<file path="src/rtl/map_bank_unit_pkg.sv">
// Shared types, register-decode keys and save-state index map for the map_bank_unit mapper core.
package map_bank_unit_pkg;

    typedef enum logic {
        MIRR_VERT = 1'b0,
        MIRR_HORZ = 1'b1
    } mirr_e;

    // Write decode key is {A14, A13, A0} of a CPU write to $8000-$FFFF
    typedef logic [2:0] reg_key_t;

    localparam reg_key_t KEY_SEL        = 3'b000;
    localparam reg_key_t KEY_BANK       = 3'b001;
    localparam reg_key_t KEY_MIRR       = 3'b010;
    localparam reg_key_t KEY_WRAM       = 3'b011;
    localparam reg_key_t KEY_IRQ_LATCH  = 3'b100;
    localparam reg_key_t KEY_IRQ_RELOAD = 3'b101;
    localparam reg_key_t KEY_IRQ_DIS    = 3'b110;
    localparam reg_key_t KEY_IRQ_EN     = 3'b111;

    // Save-state slots that follow the bank registers
    localparam int unsigned SST_SEL_OFS  = 0;
    localparam int unsigned SST_CTRL_OFS = 1;
    localparam int unsigned SST_IRQ_OFS  = 2;
    localparam int unsigned SST_IRQ_REGS = 5;

    // IRQ slot order relative to the first IRQ slot
    localparam logic [2:0] IRQ_SST_LATCH_LO = 3'd0;
    localparam logic [2:0] IRQ_SST_LATCH_HI = 3'd1;
    localparam logic [2:0] IRQ_SST_COUNT_LO = 3'd2;
    localparam logic [2:0] IRQ_SST_COUNT_HI = 3'd3;
    localparam logic [2:0] IRQ_SST_CTRL     = 3'd4;

    typedef struct packed {
        logic       wram_en;
        logic       wram_wp;
        logic [4:0] rsvd;
        logic       mirr;
    } ctrl_byte_t;

    // Window index taken from the top 'bits' bits ending at 'msb'; 0 when there is a single window
    function automatic int unsigned win_idx(input logic [15:0] addr, input int unsigned msb,
                                            input int unsigned bits);
        return (32'(addr) >> (msb + 1 - bits)) & ((32'd1 << bits) - 32'd1);
    endfunction

endpackage

</file>
<file path="src/rtl/map_bank_unit_if.sv">
// Cart-side bus between CPU/PPU decode, the mapper core and the save-state controller.
interface map_bank_unit_if #(
    parameter int unsigned ADDR_BITS = 23
);
    logic                 m2;
    logic [15:0]          cpu_addr;
    logic [7:0]           cpu_data_in;
    logic                 cpu_rw;
    logic [13:0]          ppu_addr;
    logic [ADDR_BITS-1:0] prg_addr;
    logic                 prg_oe;
    logic                 prg_we;
    logic                 wram_ce;
    logic [ADDR_BITS-1:0] chr_addr;
    logic                 ciram_a10;
    logic                 irq;
    logic                 sst_enable;
    logic                 sst_we;
    logic [5:0]           sst_addr;
    logic [7:0]           sst_data_in;
    logic [7:0]           sst_data_out;

    modport master (
        output m2, cpu_addr, cpu_data_in, cpu_rw, ppu_addr,
        output sst_enable, sst_we, sst_addr, sst_data_in,
        input  prg_addr, prg_oe, prg_we, wram_ce, chr_addr, ciram_a10, irq, sst_data_out
    );

    modport slave (
        input  m2, cpu_addr, cpu_data_in, cpu_rw, ppu_addr,
        input  sst_enable, sst_we, sst_addr, sst_data_in,
        output prg_addr, prg_oe, prg_we, wram_ce, chr_addr, ciram_a10, irq, sst_data_out
    );

endinterface

</file>
<file path="src/rtl/map_bank_unit_irq_counter.sv">
// 16-bit CPU-cycle IRQ counter for map_bank_unit; only built when MAP_BANK_UNIT_IRQ_EN is defined.
`ifdef MAP_BANK_UNIT_IRQ_EN
module map_bank_unit_irq_counter
    import map_bank_unit_pkg::*;
(
    input  logic       clk,
    input  logic       reset,
    input  logic       tick,
    input  logic       wr,
    input  reg_key_t   key,
    input  logic       a1,
    input  logic [7:0] wdata,
    input  logic       sst_wr,
    input  logic [2:0] sst_idx,
    input  logic [7:0] sst_wdata,
    output logic [7:0] sst_rdata_c,
    output logic       irq
);

    logic [15:0] latch;
    logic [15:0] count;
    logic        irq_en;
    logic        pend;

    // Register writes are applied after the decrement so a coinciding reload or disable wins
    always_ff @(posedge clk) begin
        if (reset) begin
            latch  <= '0;
            count  <= '0;
            irq_en <= 1'b0;
            pend   <= 1'b0;
        end else begin
            if (tick && irq_en) begin
                if (count == 16'd0) begin
                    pend  <= 1'b1;
                    count <= latch;
                end else begin
                    count <= count - 16'd1;
                end
            end
            if (wr) begin
                case (key)
                    // A0 is taken by the reload register, so A1 picks the latch byte
                    KEY_IRQ_LATCH: begin
                        if (a1) latch[15:8] <= wdata;
                        else    latch[7:0]  <= wdata;
                    end
                    KEY_IRQ_RELOAD: count <= latch;
                    KEY_IRQ_DIS: begin
                        irq_en <= 1'b0;
                        pend   <= 1'b0;
                    end
                    KEY_IRQ_EN: irq_en <= 1'b1;
                    default: ;
                endcase
            end
            if (sst_wr) begin
                case (sst_idx)
                    IRQ_SST_LATCH_LO: latch[7:0]   <= sst_wdata;
                    IRQ_SST_LATCH_HI: latch[15:8]  <= sst_wdata;
                    IRQ_SST_COUNT_LO: count[7:0]   <= sst_wdata;
                    IRQ_SST_COUNT_HI: count[15:8]  <= sst_wdata;
                    IRQ_SST_CTRL: begin
                        irq_en <= sst_wdata[1];
                        pend   <= sst_wdata[0];
                    end
                    default: ;
                endcase
            end
        end
    end

    always_comb begin
        sst_rdata_c = 8'h00;
        case (sst_idx)
            IRQ_SST_LATCH_LO: sst_rdata_c = latch[7:0];
            IRQ_SST_LATCH_HI: sst_rdata_c = latch[15:8];
            IRQ_SST_COUNT_LO: sst_rdata_c = count[7:0];
            IRQ_SST_COUNT_HI: sst_rdata_c = count[15:8];
            IRQ_SST_CTRL:     sst_rdata_c = {6'b0, irq_en, pend};
            default:          sst_rdata_c = 8'h00;
        endcase
    end

    assign irq = pend;

endmodule
`endif

</file>
<file path="src/rtl/map_bank_unit.sv">
// Parametrised bank-switch mapper core: register decode, PRG/CHR/WRAM address translation, save-state access.
// Define MAP_BANK_UNIT_IRQ_EN to build in the CPU-cycle IRQ counter.
module map_bank_unit
    import map_bank_unit_pkg::*;
#(
    parameter int unsigned ADDR_BITS = 23,
    parameter int unsigned PRG_BANKS = 4,
    parameter int unsigned CHR_BANKS = 8
) (
    input  logic            clk,
    input  logic            reset,
    map_bank_unit_if.slave  bus
);

    localparam int unsigned NB   = PRG_BANKS + CHR_BANKS;
    localparam int unsigned IW   = $clog2(NB);
    localparam int unsigned PW   = $clog2(PRG_BANKS);
    localparam int unsigned CW   = $clog2(CHR_BANKS);
    localparam int unsigned POFS = 15 - PW;
    localparam int unsigned COFS = 13 - CW;
    localparam int unsigned AW1  = ADDR_BITS - 1;

    localparam logic [5:0] SST_SEL      = 6'(NB + SST_SEL_OFS);
    localparam logic [5:0] SST_CTRL     = 6'(NB + SST_CTRL_OFS);
    localparam logic [5:0] SST_IRQ_BASE = 6'(NB + SST_IRQ_OFS);
    localparam logic [5:0] SST_IRQ_END  = 6'(NB + SST_IRQ_OFS + SST_IRQ_REGS);

    logic [7:0] bank [NB];
    logic [3:0] sel;
    mirr_e      mirr;
    logic       wram_en;
    logic       wram_wp;
    logic       m2_q;

    logic                 cpu_wr_c;
    logic                 sst_wr_c;
    reg_key_t             key_c;
    logic                 irq_sel_c;
    logic [7:0]           irq_rd_c;
    logic [7:0]           sst_rd_c;
    ctrl_byte_t           ctrl_c;
    ctrl_byte_t           ctrl_w_c;
    int unsigned          p_idx_c;
    int unsigned          c_idx_c;
    logic [31:0]          rom_c;
    logic [31:0]          chr_c;
    logic                 rom_hit_c;
    logic                 wram_hit_c;
    logic [ADDR_BITS-1:0] prg_map_c;

    // One write event per CPU cycle, on the M2 falling edge; save-state access locks the CPU out
    assign cpu_wr_c  = m2_q && !bus.m2 && !bus.cpu_rw && !bus.sst_enable && bus.cpu_addr[15];
    assign sst_wr_c  = bus.sst_enable && bus.sst_we;
    assign key_c     = {bus.cpu_addr[14:13], bus.cpu_addr[0]};
    assign irq_sel_c = (bus.sst_addr >= SST_IRQ_BASE) && (bus.sst_addr < SST_IRQ_END);
    assign ctrl_w_c  = ctrl_byte_t'(bus.sst_data_in);

`ifdef MAP_BANK_UNIT_IRQ_EN
    logic       tick_c;
    logic [2:0] irq_idx_c;
    logic [5:0] irq_rel_c;

    assign tick_c    = m2_q && !bus.m2 && !bus.sst_enable;
    assign irq_rel_c = bus.sst_addr - SST_IRQ_BASE;
    assign irq_idx_c = irq_rel_c[2:0];

    map_bank_unit_irq_counter u_irq (
        .clk         (clk),
        .reset       (reset),
        .tick        (tick_c),
        .wr          (cpu_wr_c && key_c[2]),
        .key         (key_c),
        .a1          (bus.cpu_addr[1]),
        .wdata       (bus.cpu_data_in),
        .sst_wr      (sst_wr_c && irq_sel_c),
        .sst_idx     (irq_idx_c),
        .sst_wdata   (bus.sst_data_in),
        .sst_rdata_c (irq_rd_c),
        .irq         (bus.irq)
    );
`else
    assign irq_rd_c = 8'h00;
    assign bus.irq  = 1'b0;
`endif

    // Address translation from the current inputs and bank registers
    always_comb begin
        p_idx_c    = win_idx(bus.cpu_addr, 14, PW);
        c_idx_c    = win_idx({2'b00, bus.ppu_addr}, 12, CW);
        rom_c      = (32'(bank[IW'(p_idx_c)]) << POFS)
                   | (32'(bus.cpu_addr) & ((32'd1 << POFS) - 32'd1));
        chr_c      = (32'(bank[IW'(PRG_BANKS + c_idx_c)]) << COFS)
                   | (32'(bus.ppu_addr) & ((32'd1 << COFS) - 32'd1));
        rom_hit_c  = bus.cpu_addr[15];
        wram_hit_c = (bus.cpu_addr[15:13] == 3'b011) && wram_en;
        prg_map_c  = wram_hit_c ? {1'b1, AW1'(32'(bus.cpu_addr[12:0]))} : {1'b0, AW1'(rom_c)};
    end

    always_comb begin
        ctrl_c   = '{wram_en: wram_en, wram_wp: wram_wp, rsvd: 5'b0, mirr: mirr};
        sst_rd_c = 8'h00;
        if (bus.sst_addr < 6'(NB)) begin
            sst_rd_c = bank[IW'(bus.sst_addr)];
        end else if (bus.sst_addr == SST_SEL) begin
            sst_rd_c = {4'b0, sel};
        end else if (bus.sst_addr == SST_CTRL) begin
            sst_rd_c = ctrl_c;
        end else if (irq_sel_c) begin
            sst_rd_c = irq_rd_c;
        end
    end

    always_ff @(posedge clk) begin
        if (reset) begin
            for (int unsigned i = 0; i < NB; i++) begin
                bank[i] <= 8'(i);
            end
            sel              <= 4'd0;
            mirr             <= MIRR_VERT;
            wram_en          <= 1'b0;
            wram_wp          <= 1'b0;
            m2_q             <= 1'b0;
            bus.prg_addr     <= '0;
            bus.prg_oe       <= 1'b0;
            bus.prg_we       <= 1'b0;
            bus.wram_ce      <= 1'b0;
            bus.chr_addr     <= '0;
            bus.ciram_a10    <= 1'b0;
            bus.sst_data_out <= 8'h00;
        end else begin
            m2_q <= bus.m2;
            if (cpu_wr_c) begin
                case (key_c)
                    KEY_SEL:  sel <= bus.cpu_data_in[3:0];
                    KEY_BANK: if (5'(sel) < 5'(NB)) bank[IW'(sel)] <= bus.cpu_data_in;
                    KEY_MIRR: mirr <= mirr_e'(bus.cpu_data_in[0]);
                    KEY_WRAM: begin
                        wram_en <= bus.cpu_data_in[7];
                        wram_wp <= bus.cpu_data_in[6];
                    end
                    default: ;
                endcase
            end
            if (sst_wr_c) begin
                if (bus.sst_addr < 6'(NB)) begin
                    bank[IW'(bus.sst_addr)] <= bus.sst_data_in;
                end else if (bus.sst_addr == SST_SEL) begin
                    sel <= bus.sst_data_in[3:0];
                end else if (bus.sst_addr == SST_CTRL) begin
                    wram_en <= ctrl_w_c.wram_en;
                    wram_wp <= ctrl_w_c.wram_wp;
                    mirr    <= mirr_e'(ctrl_w_c.mirr);
                end
            end
            bus.prg_addr     <= prg_map_c;
            bus.wram_ce      <= wram_hit_c;
            bus.prg_oe       <= bus.m2 && bus.cpu_rw && (rom_hit_c || wram_hit_c);
            bus.prg_we       <= bus.m2 && !bus.cpu_rw && wram_hit_c && !wram_wp;
            bus.chr_addr     <= bus.ppu_addr[13] ? '0 : ADDR_BITS'(chr_c);
            bus.ciram_a10    <= (mirr == MIRR_HORZ) ? bus.ppu_addr[11] : bus.ppu_addr[10];
            bus.sst_data_out <= sst_rd_c;
        end
    end

endmodule

</file>
<file path="src/flat_wrapper.sv">
// flat-port wrapper written by rule: the top's interface ports become plain ports
module map_bank_unit_flat import map_bank_unit_pkg::*;
#(
    parameter int unsigned ADDR_BITS = 23,
    parameter int unsigned PRG_BANKS = 4,
    parameter int unsigned CHR_BANKS = 8
)
  (clk, reset, bus_m2, bus_cpu_addr, bus_cpu_data_in, bus_cpu_rw, bus_ppu_addr, bus_sst_enable, bus_sst_we, bus_sst_addr, bus_sst_data_in, bus_prg_addr, bus_prg_oe, bus_prg_we, bus_wram_ce, bus_chr_addr, bus_ciram_a10, bus_irq, bus_sst_data_out);
  map_bank_unit_if #(.ADDR_BITS(ADDR_BITS)) bus_i ();
  input  logic clk;
  input  logic reset;
  input wire logic [$bits(bus_i.m2)-1:0] bus_m2;
  input wire logic [$bits(bus_i.cpu_addr)-1:0] bus_cpu_addr;
  input wire logic [$bits(bus_i.cpu_data_in)-1:0] bus_cpu_data_in;
  input wire logic [$bits(bus_i.cpu_rw)-1:0] bus_cpu_rw;
  input wire logic [$bits(bus_i.ppu_addr)-1:0] bus_ppu_addr;
  input wire logic [$bits(bus_i.sst_enable)-1:0] bus_sst_enable;
  input wire logic [$bits(bus_i.sst_we)-1:0] bus_sst_we;
  input wire logic [$bits(bus_i.sst_addr)-1:0] bus_sst_addr;
  input wire logic [$bits(bus_i.sst_data_in)-1:0] bus_sst_data_in;
  output wire logic [$bits(bus_i.prg_addr)-1:0] bus_prg_addr;
  output wire logic [$bits(bus_i.prg_oe)-1:0] bus_prg_oe;
  output wire logic [$bits(bus_i.prg_we)-1:0] bus_prg_we;
  output wire logic [$bits(bus_i.wram_ce)-1:0] bus_wram_ce;
  output wire logic [$bits(bus_i.chr_addr)-1:0] bus_chr_addr;
  output wire logic [$bits(bus_i.ciram_a10)-1:0] bus_ciram_a10;
  output wire logic [$bits(bus_i.irq)-1:0] bus_irq;
  output wire logic [$bits(bus_i.sst_data_out)-1:0] bus_sst_data_out;
  assign bus_i.m2 = bus_m2;
  assign bus_i.cpu_addr = bus_cpu_addr;
  assign bus_i.cpu_data_in = bus_cpu_data_in;
  assign bus_i.cpu_rw = bus_cpu_rw;
  assign bus_i.ppu_addr = bus_ppu_addr;
  assign bus_i.sst_enable = bus_sst_enable;
  assign bus_i.sst_we = bus_sst_we;
  assign bus_i.sst_addr = bus_sst_addr;
  assign bus_i.sst_data_in = bus_sst_data_in;
  assign bus_prg_addr = bus_i.prg_addr;
  assign bus_prg_oe = bus_i.prg_oe;
  assign bus_prg_we = bus_i.prg_we;
  assign bus_wram_ce = bus_i.wram_ce;
  assign bus_chr_addr = bus_i.chr_addr;
  assign bus_ciram_a10 = bus_i.ciram_a10;
  assign bus_irq = bus_i.irq;
  assign bus_sst_data_out = bus_i.sst_data_out;
  map_bank_unit #(.ADDR_BITS(ADDR_BITS), .PRG_BANKS(PRG_BANKS), .CHR_BANKS(CHR_BANKS)) u_core (.clk(clk), .reset(reset), .bus(bus_i));
endmodule
</file>
<file path="config.mk">
export PLATFORM = sky130hd
export DESIGN_NAME = map_bank_unit_flat
export DESIGN_NICKNAME = d
export VERILOG_FILES = /design/src/rtl/map_bank_unit_pkg.sv /design/src/rtl/map_bank_unit_if.sv /design/src/rtl/map_bank_unit_irq_counter.sv /design/src/rtl/map_bank_unit.sv /design/src/flat_wrapper.sv
export SDC_FILE = /design/constraint.sdc
export NUM_CORES = 1
export LEC_CHECK = 0
export BUFFER_PORTS_ARGS = -buffer_cell sky130_fd_sc_hd__clkbuf_2
export CORE_AREA = 2 2 125 127
export CTS_BUF_LIST = sky130_fd_sc_hd__clkbuf_8
export DETAILED_ROUTE_END_ITERATION = 7
export DIE_AREA = 0 0 127 129
export GPL_ROUTABILITY_DRIVEN = 0
export PLACE_DENSITY_LB_ADDON = 0.1
export SETUP_SLACK_MARGIN = 0.1
export SLEW_MARGIN = 20
export SYNTH_ARGS = -nofsm -noshare
export SYNTH_HDL_FRONTEND = slang
export SYNTH_HIERARCHICAL = 1
export SYNTH_SLANG_ARGS = --single-unit
</file>
<file path="constraint.sdc">
create_clock -name clk -period 2.7 [get_ports clk]
set_input_delay 0.27 -clock clk [delete_from_list [all_inputs] [get_ports clk]]
set_output_delay 0.27 -clock clk [all_outputs]
set_load 0.01 [all_outputs]
</file>
==> Word-level counts from Yosys, hierarchy flattened <==
Memory sizes are Yosys's and may differ from the RTL's.
Cells that the tools add are included.
{ "word_totals": {"out_inout_bits": 59, "ram_bits": 96, "mem_count": 1, "register_bits": 66, "input_bits": 58} }
{ "classes": {"add_sub_neg": 1, "order_cmp": 2, "reduce_logical": 21, "bitwise": 2, "n_eq_ne": 6, "mux": 45} }
{ "mem_list": {"columns": ["name", "depth", "word_bits", "read_ports", "rd_ports_with_merged_regs", "wr", "line", "text"], "rows": [
  ["u_core.bank", 12, 8, 3, 0, 12, "map_bank_unit.sv:28", "logic [7:0] bank [NB];"]
]} }
{ "ops": {"columns": ["cell", "count"], "rows": [
  ["$mux W8", 5],
  ["$mux W1", 32],
  ["$mux W4", 7],
  ["$mux W23", 1],
  ["$or A21 B13 Y21", 1],
  ["$or A18 B10 Y18", 1],
  ["$reduce_or A8 Y1", 2],
  ["$eq A6 B4 Y1 const B", 2],
  ["$logic_and A1 B1 Y1", 11],
  ["$eq A3 B2 Y1 const B", 3],
  ["$lt A6 B4 Y1 const B", 1],
  ["$add A3 B3 Y4 const A", 1],
  ["$logic_not A1 Y1", 4],
  ["$lt A4 B4 Y1 const B", 1],
  ["$reduce_or A2 Y1", 2],
  ["$eq A3 B1 Y1 const B", 1],
  ["$logic_not A3 Y1", 1],
  ["$logic_or A1 B1 Y1", 1]
]} }

==> Logic depth before layout (Yosys ltp) <==
Gate-level depths: netlist of the first run.
{ "depth": {"depth_word": 11, "mapped_depth": 7} }

==> Worst setup path after synthesis of the first run <==
OpenSTA, ideal clock, no wires.
{ "synth_path": {"path_kind": "input to register", "from": "input port bus_sst_addr[3]", "to": "memory u_core.bank[5][0] (enable)", "setup_time_ns": 0.375, "arrival_time_ns": 1.814, "path_buffers": 2, "t_required_ns": 2.325, "stages": 6, "slack_ns": 0.512, "path_cell_list": "a2111o_4 buf_6 nor3_4 nor2_1 buf_6 o21bai_1"} }
{ "synth_rtl": {"columns": ["element", "line", "text"], "rows": [
  ["start, declared", "flat_wrapper.sv:19", "input wire logic [$bits(bus_i.sst_addr)-1:0] bus_sst_addr;"],
  ["end, declared", "map_bank_unit.sv:28", null]
]} }

==> results of run 1 <==
-- cell usage in the layout, fill, tap and decap left out, types with 5 or more instances in the layout --
| cell | count |
|---|---|
| inv_1 | 12 |
| nor2b_1 | 27 |
| or3_1 | 6 |
| o21bai_1 | 5 |
| edfxtp_1 | 96 |
| nand2_1 | 12 |
| nor3_1 | 37 |
| dfxtp_1 | 59 |
| nand2b_1 | 25 |
| dlygate4sd3_1 | 13 |
| clkbuf_8 | 18 |
| nor3_2 | 10 |
| nor2_1 | 79 |
| buf_4 | 35 |
| nor4_1 | 8 |
| nand3_1 | 9 |
| conb_1 | 7 |
| mux4_2 | 41 |
| a21oi_1 | 8 |
| clkbuf_2 | 109 |
| mux2i_1 | 30 |
| a211oi_1 | 9 |
| and2_1 | 11 |
| a31oi_1 | 12 |
-- state kept, by name (all words and copies together), names as in the netlist --
| name | cells |
|---|---|
| u_core/bus.prg_addr | 22 |
| u_core/bus.prg_we | 1 |
| u_core/bank | 96 |
| u_core/sel | 4 |
| u_core/bus.prg_oe | 1 |
| u_core/wram_en | 1 |
| u_core/bus.sst_data_out | 8 |
| u_core/m2_q | 1 |
| u_core/bus.ciram_a10 | 1 |
| u_core/bus.chr_addr | 18 |
| u_core/mirr | 1 |
| u_core/wram_wp | 1 |
-- cell families after synthesis --
logic type | share of synthesized area [%]
muxes | 16.8
other | 0.0496
buffers and inverters | 3.96
DFF | 53.8
and+or+nand+nor | 18.7
AOI/OAI and AO/OA | 6.77
-- stage by stage --
| stage | area (µm²) | hold WS, ns | worst slack, ns |
|---|---|---|---|
| global route | 8950 | 0.00461 | 0.208 |
| CTS | 8940 | 0.000283 | 0.327 |
| finish | 8950 | 0.0231 | 0.288 |
| floorplan | 7580 | 0.349 | 0.512 |
| detailed placement | 8400 | 0.474 | 0.238 |
| global placement | 8400 | 0.476 | 0.323 |
-- timing repair --
item                                    4_1_cts  5_1_grt
endpoints found under the setup margin        0        0
hold buffers                                 12        1
endpoints found under the hold margin        12        1
-- how the worst max path moves through the flow --
stage                             startpoint                               to  slack [ns]  depth (start not counted)
detailed placement                     reset  u_core/bank[4][5]$_SDFFCE_PN0P_        0.24                          5
global placement                       reset  u_core/bank[4][5]$_SDFFCE_PN0P_        0.32                          5
CTS                 u_core/sel[3]$_SDFF_PP0_  u_core/bank[4][6]$_SDFFCE_PN0P_        0.33                          5
floorplan                    bus_sst_addr[3]  u_core/bank[5][0]$_SDFFCE_PN1P_        0.51                          6
global route        u_core/sel[3]$_SDFF_PP0_  u_core/bank[4][6]$_SDFFCE_PN0P_        0.21                          5
finish              u_core/sel[3]$_SDFF_PP0_  u_core/bank[4][6]$_SDFFCE_PN0P_        0.29                          5
-- area by class of cell --
cell class | instances | area (µm²) | area share, %
clock inverters | 14 | 179 | 2.00
repair buffers | 158 | 958 | 10.7
well taps | 188 | 235 | 2.63
clock buffers | 18 | 248 | 2.77
multi-input cells | 400 | 3230 | 36.0
flip-flops and latches | 155 | 4060 | 45.4
inverters | 12 | 45.0 | 0.503
-- power by group --
group	switching, µW	leakage, µW	total (µW)	internal (µW)
registers	35.4	0.00143	2620	2590
clock network	864	0.000225	1880	1020
logic	315	0.00180	546	231
-- critical path, delay by kind of cell (launching register included) --
kind	cells	cell delay, ns
and+or+nand+nor	1	0.26
DFF	1	0.43
AOI/OAI and AO/OA	2	0.80
buffers and inverters	2	0.54
-- per-layer routing --
layer  vias up  global-route usage (%)  wire length [µm]
li1       2543                       -                 -
met1      2799                    35.7              8640
met5         -                       0                 0
met4         0                    9.70               491
met3        35                    5.45              1720
met2       317                    43.2             10100
==> summary.txt, run 1 <==
Outcome
  • Run status: complete, no violations

CTS
  • Clock buffer depth: 2
  • Post-CTS setup buffers: 0
  • Clock buffer count from CTS: 17
  • Post_cts resized: 0
  • Root buffer cell: clkbuf_8
  • CTS tree: yes
  • Htree depth: 4
  • Clk_lat worst skew: 0.46 ns
  • CTS Sinks: 155
  • Reg clk slew, reported paths: 0.08 ns

Cells and area
  • Final Util: 59.8%
  • Cell Count, Final, Fillers Out: 945
  • Nets: 802
  • Filler cells: 1194
  • N_diodes: 0
  • Layout cell share with drive strength beyond 1: 32.8%
  • Layout area overhead: 18.5%

Power and ir drop
  • Leak: 0.00346 µW
  • Power per cell area: 564 nW/µm²
  • Worst vdd ir: 307 µV
  • Final Power: 5050 µW

Floorplanning
  • Die height: 129 µm
  • Initial Util: 50.5%
  • Die width: 127 µm
  • Die area: 16400 µm²
  • Core area: 15000 µm²
  • # IOs: 117
  • Cell row count: 45

Critical path
  • Register-to-Register Path Depth: 5
  • Slowest cell on crit path: o21bai_1
  • Crit end category: flop
  • Worst Setup Start Kind: flop
  • Crit Path Category: reg2reg
  • CP peak stage delay: 0.72 ns
  • Crit path DAT: 2.50 ns
  • Reg-to-reg startpoint: u_core/sel[3]$_SDFF_PP0_
  • Worst-path fanout max: 10
  • R2R setup slack: 0.29 ns
  • Cells along the critical path: inv_1, and3_1, a32oi_2, buf_4, o21bai_1
  • Worst endpoint required time: 2.79 ns
  • Reg-to-reg endpoint: u_core/bank[4][6]$_SDFFCE_PN0P_

STA
  • Setup TNS: 0 ns
  • RSZ-0062 raised after global routing: no
  • Clock skew: 0.0101 ns
  • Max-slew violations: 0
  • Min Tclk post-route: 2.41 ns
  • Final setup fails: 0
  • Final Cycle Share: 89.3%
  • FMAX: 415 MHz
  • Rel. slew slack: 40.0%
  • Final hold violations: 0
  • Worst-Margin Slew: 0.897 ns

Drt
  • 1st-pass router iterations: 6
  • Vias: 5694
  • Antenna-violating nets left: 0
  • Wire per inst: 22.2 µm
  • Vias per cell: 6.03
  • DRC viols: 0
  • Total wire length: 21000 µm
  • 1st-iter DRT viols: 707

Logic synthesis
  • Synth area leaders: edfxtp_1, dfxtp_1, mux4_2, mux2i_1, nor2_1
  • Most frequent cells after synthesis: edfxtp_1, nor2_1, dfxtp_1, mux4_2, nor3_1
  • Yosys warns: 6
  • Yosys reg bits: 155
  • Sequential fraction of the synthesis area: 53.8%
  • Syn avg cell area: 12.4 µm²
  • Post-synth EDFFs: 96
  • Most frequent cell after synthesis: edfxtp_1
  • Synth top area share: 38.1%
  • Netlist cell types: 59
  • Synth async-reset ratio: 0%
  • Synthesized area: 7560 µm²
  • Syn Inst Count: 609
  • Ys flop type: edfxtp_1
  • Area leader, netlist: edfxtp_1

Place
  • Number of buffers added on ports: 109
  • Post-DP HPWL: 15300 µm
  • Placed Cells: 900

Global route
  • Remaining global-route overflow: 0
  • Tot GR Track Use: 26.5%
  • Vias in the first global route: 5667
  • First-pass GRT wire length: 32100 µm
  • Initial antenna violation count: 0
  • Largest net degree at the start of global routing: 29

Worst hold path
  • Hold WC Path Type: in2reg
  • Hold Crit Start: bus_cpu_addr[9]
  • Hold worst-path end: u_core/bus.prg_addr[9]$_SDFF_PP0_
  • Hold Path Stages: 2

Job
  • MaxCap Viol Count: 0
Power figures use the tool's default switching activity.
==> run 2: changes to the inputs <==
BUFFER_PORTS_ARGS = -buffer_cell sky130_fd_sc_hd__buf_2   (was -buffer_cell sky130_fd_sc_hd__clkbuf_2)
==> run 2 against run 1 <==
  * Register-to-register slack improved by 0.19 ns
  * Combinational power about the same
  * Core utilization increased by 0.27 points
  * Power down 1.6%
  * Die area did not move
  * Critical path depth up 1
  * Flip-flop and latch count did not move
  * Global-route usage is 0.75 points lower
  * Largest power group unchanged
  * Largest cell class unchanged
  * Fmax up 1.8%
  * Non-clock buffer count grew 5
==> summary.txt, run 2 (same netlist as run 1, synthesis figures left out) <==
Cells and area
  • Most frequent cells in the layout: buf_2, edfxtp_1, nor2_1 (was clkbuf_2, edfxtp_1, nor2_1)
  • Nets: 807 (was 802)
  • Final Util: 60.1% (was 59.8%)
  • N_diodes: 0 (unchanged)
  • Filler cells: 1209 (was 1194)
  • Cell Count, Final, Fillers Out: 950 (was 945)
  • Layout cell share with drive strength beyond 1: 32.5% (was 32.8%)
  • Commonest non-fill, non-tap cell in the layout: buf_2 (was clkbuf_2)
  • Layout area overhead: 19.0% (was 18.5%)
  • Top Registers: u_core/bank x96, u_core/bus.prg_addr x22, u_core/bus.chr_addr x18 (unchanged)
  • Largest Register: u_core/bank (unchanged)
  • Max reg flops: 96 (unchanged)

STA
  • Rel. slew slack: 45.0% (was 40.0%)
  • RSZ-0062 raised after global routing: no (unchanged)
  • Worst-Margin Slew: 0.823 ns (was 0.897 ns)
  • Final hold violations: 0 (unchanged)
  • Min Tclk post-route: 2.37 ns (was 2.41 ns)
  • Setup TNS: 0 ns (unchanged)
  • Final Cycle Share: 87.7% (was 89.3%)
  • Post-route worst setup slack: 0.331 ns (was 0.288 ns)
  • Final setup fails: 0 (unchanged)
  • Clock skew: 0.00950 ns (was 0.0101 ns)
  • Max-slew violations: 0 (unchanged)
  • FMAX: 422 MHz (was 415 MHz)

Outcome
  • Run status: complete, no violations (unchanged)

Power and ir drop
  • Final Power: 4970 µW (was 5050 µW)
  • Worst vdd ir: 275 µV (was 307 µV)
  • Power per cell area: 552 nW/µm² (was 564 nW/µm²)
  • Leak: 0.00349 µW (was 0.00346 µW)

Critical path
  • Register-to-Register Path Depth: 4 (was 5)
  • WP buf/inv: 2 (unchanged)
  • Cells along the critical path: dlygate4sd3_1, buf_2, nand4bb_1, nor4_2, a31oi_1, nand2b_1 (was inv_1, and3_1, a32oi_2, buf_4, o21bai_1)
  • Crit Path Category: in2reg (was reg2reg)
  • Reg-to-reg startpoint: u_core/sel[2]$_SDFF_PP0_ (was u_core/sel[3]$_SDFF_PP0_)
  • Worst endpoint required time: 2.80 ns (was 2.79 ns)
  • Critical path's top delay family: simple AND/OR/NAND/NOR gates (was compound AO/OA/AOI/OAI gates)
  • Worst Setup Start Kind: input port (was flop)
  • Crit path DAT: 2.47 ns (was 2.50 ns)
  • Crit path depth: 6 (was 5)
  • Crit end category: flop (unchanged)
  • CP peak stage delay: 0.53 ns (was 0.72 ns)
  • R2R setup slack: 0.48 ns (was 0.29 ns)
  • Reg-to-reg endpoint: u_core/bank[2][2]$_SDFFCE_PN0P_ (was u_core/bank[4][6]$_SDFFCE_PN0P_)
  • Worst-path fanout max: 8 (was 10)
  • Slowest cell on crit path: dlygate4sd3_1 (was o21bai_1)

Global route
  • Tot GR Track Use: 25.8% (was 26.5%)
  • Largest net degree at the start of global routing: 38 (was 29)
  • Initial antenna violation count: 0 (unchanged)
  • First-pass GRT wire length: 31200 µm (was 32100 µm)
  • Remaining global-route overflow: 0 (unchanged)
  • Vias in the first global route: 5615 (was 5667)

Floorplanning
  • # IOs: 117 (unchanged)
  • Die width: 127 µm (unchanged)
  • Core area: 15000 µm² (unchanged)
  • Die area: 16400 µm² (unchanged)
  • Die height: 129 µm (unchanged)
  • Initial Util: 50.5% (unchanged)
  • Cell row count: 45 (unchanged)

Drt
  • 1st-iter DRT viols: 580 (was 707)
  • 1st-pass router iterations: 5 (was 6)
  • DRC viols: 0 (unchanged)
  • Vias per cell: 5.96 (was 6.03)
  • Wire per inst: 21.4 µm (was 22.2 µm)
  • Vias: 5665 (was 5694)
  • Total wire length: 20300 µm (was 21000 µm)
  • Antenna-violating nets left: 0 (unchanged)

CTS
  • Post_cts resized: 0 (unchanged)
  • Htree depth: 4 (unchanged)
  • Clock buffer count from CTS: 17 (unchanged)
  • CTS tree: yes (unchanged)
  • Clk_lat worst skew: 0.47 ns (was 0.46 ns)
  • Post-CTS setup buffers: 0 (unchanged)
  • Root buffer cell: clkbuf_8 (unchanged)
  • Clock buffer depth: 2 (unchanged)
  • Reg clk slew, reported paths: 0.08 ns (about the same)
  • CTS Sinks: 155 (unchanged)

Place
  • Post-DP HPWL: 14700 µm (was 15300 µm)
  • Placed Cells: 898 (was 900)
  • Worst slack, placed: 0.349 ns (was 0.238 ns)
  • Number of buffers added on ports: 109 (unchanged)

Worst hold path
  • Hold Path Stages: 2 (unchanged)
  • Hold Crit Start: bus_ppu_addr[8] (was bus_cpu_addr[9])
  • Hold WC Path Type: in2reg (unchanged)
  • Hold worst-path end: u_core/bus.chr_addr[8]$_SDFF_PP0_ (was u_core/bus.prg_addr[9]$_SDFF_PP0_)

Job
  • MaxCap Viol Count: 0 (unchanged)
[run 2: cell count changes in the layout (fill, tap and decap cells not counted), moves of 3 or more]
cell           change
buf_2            +109
clkbuf_2         -109
dlygate4sd3_1      +7
clkinv_2           -3
clkinv_4           +3
[run 2: per-layer routing]
metal	wire, µm	track usage, %
met5	0	0
met4	557	10.1
met3	1710	6.40
met2	9720	41.0
met1	8360	34.4
[run 2: worst max path at each step]
stage / start / to / slack [ns]
6_report: bus_cpu_rw / u_core/bank[2][2]$_SDFFCE_PN0P_ / 0.33
2_1_floorplan: bus_sst_addr[3] / u_core/bank[5][0]$_SDFFCE_PN1P_ / 0.51
5_1_grt: bus_cpu_rw / u_core/bank[2][3]$_SDFFCE_PN0P_ / 0.22
4_1_cts: bus_cpu_rw / u_core/bank[2][4]$_SDFFCE_PN0P_ / 0.40
3_3_place_gp: bus_sst_addr[3] / u_core/bank[11][3]$_SDFFCE_PN1P_ / 0.40
3_5_place_dp: bus_sst_addr[3] / u_core/bank[0][6]$_SDFFCE_PN0P_ / 0.35
[run 2: power breakdown]
group	switching, µW	leakage, µW	internal [µW]
clock	897	0.000214	904
sequential	32.5	0.00143	2580
combinational	313	0.00184	236
total	1240	0.00349	3720
[run 2: cell type report]
| type | count | area (µm²) | area share (%) |
|---|---|---|---|
| multi-input combinational | 400 | 3230 | 35.9 |
| clock inverter | 12 | 136 | 1.52 |
| inverter | 12 | 45.0 | 0.501 |
| timing repair buffer | 163 | 1010 | 11.3 |
| tap | 188 | 235 | 2.62 |
| clock buffer | 20 | 275 | 3.06 |
| sequential | 155 | 4060 | 45.2 |
[run 2: metrics by stage]
stage,hold WS (ns),cell area [µm²]
floorplan,0.349,7580
global placement,0.475,8380
detailed placement,0.473,8380
CTS,0.00149,8990
global route,0.0290,8990
finish,0.0201,8990
[run 2: what timing repair did]
action	CTS	global route
endpoints found under the setup margin	0	0
hold buffers	20	0
hold endpoints to repair	20	0
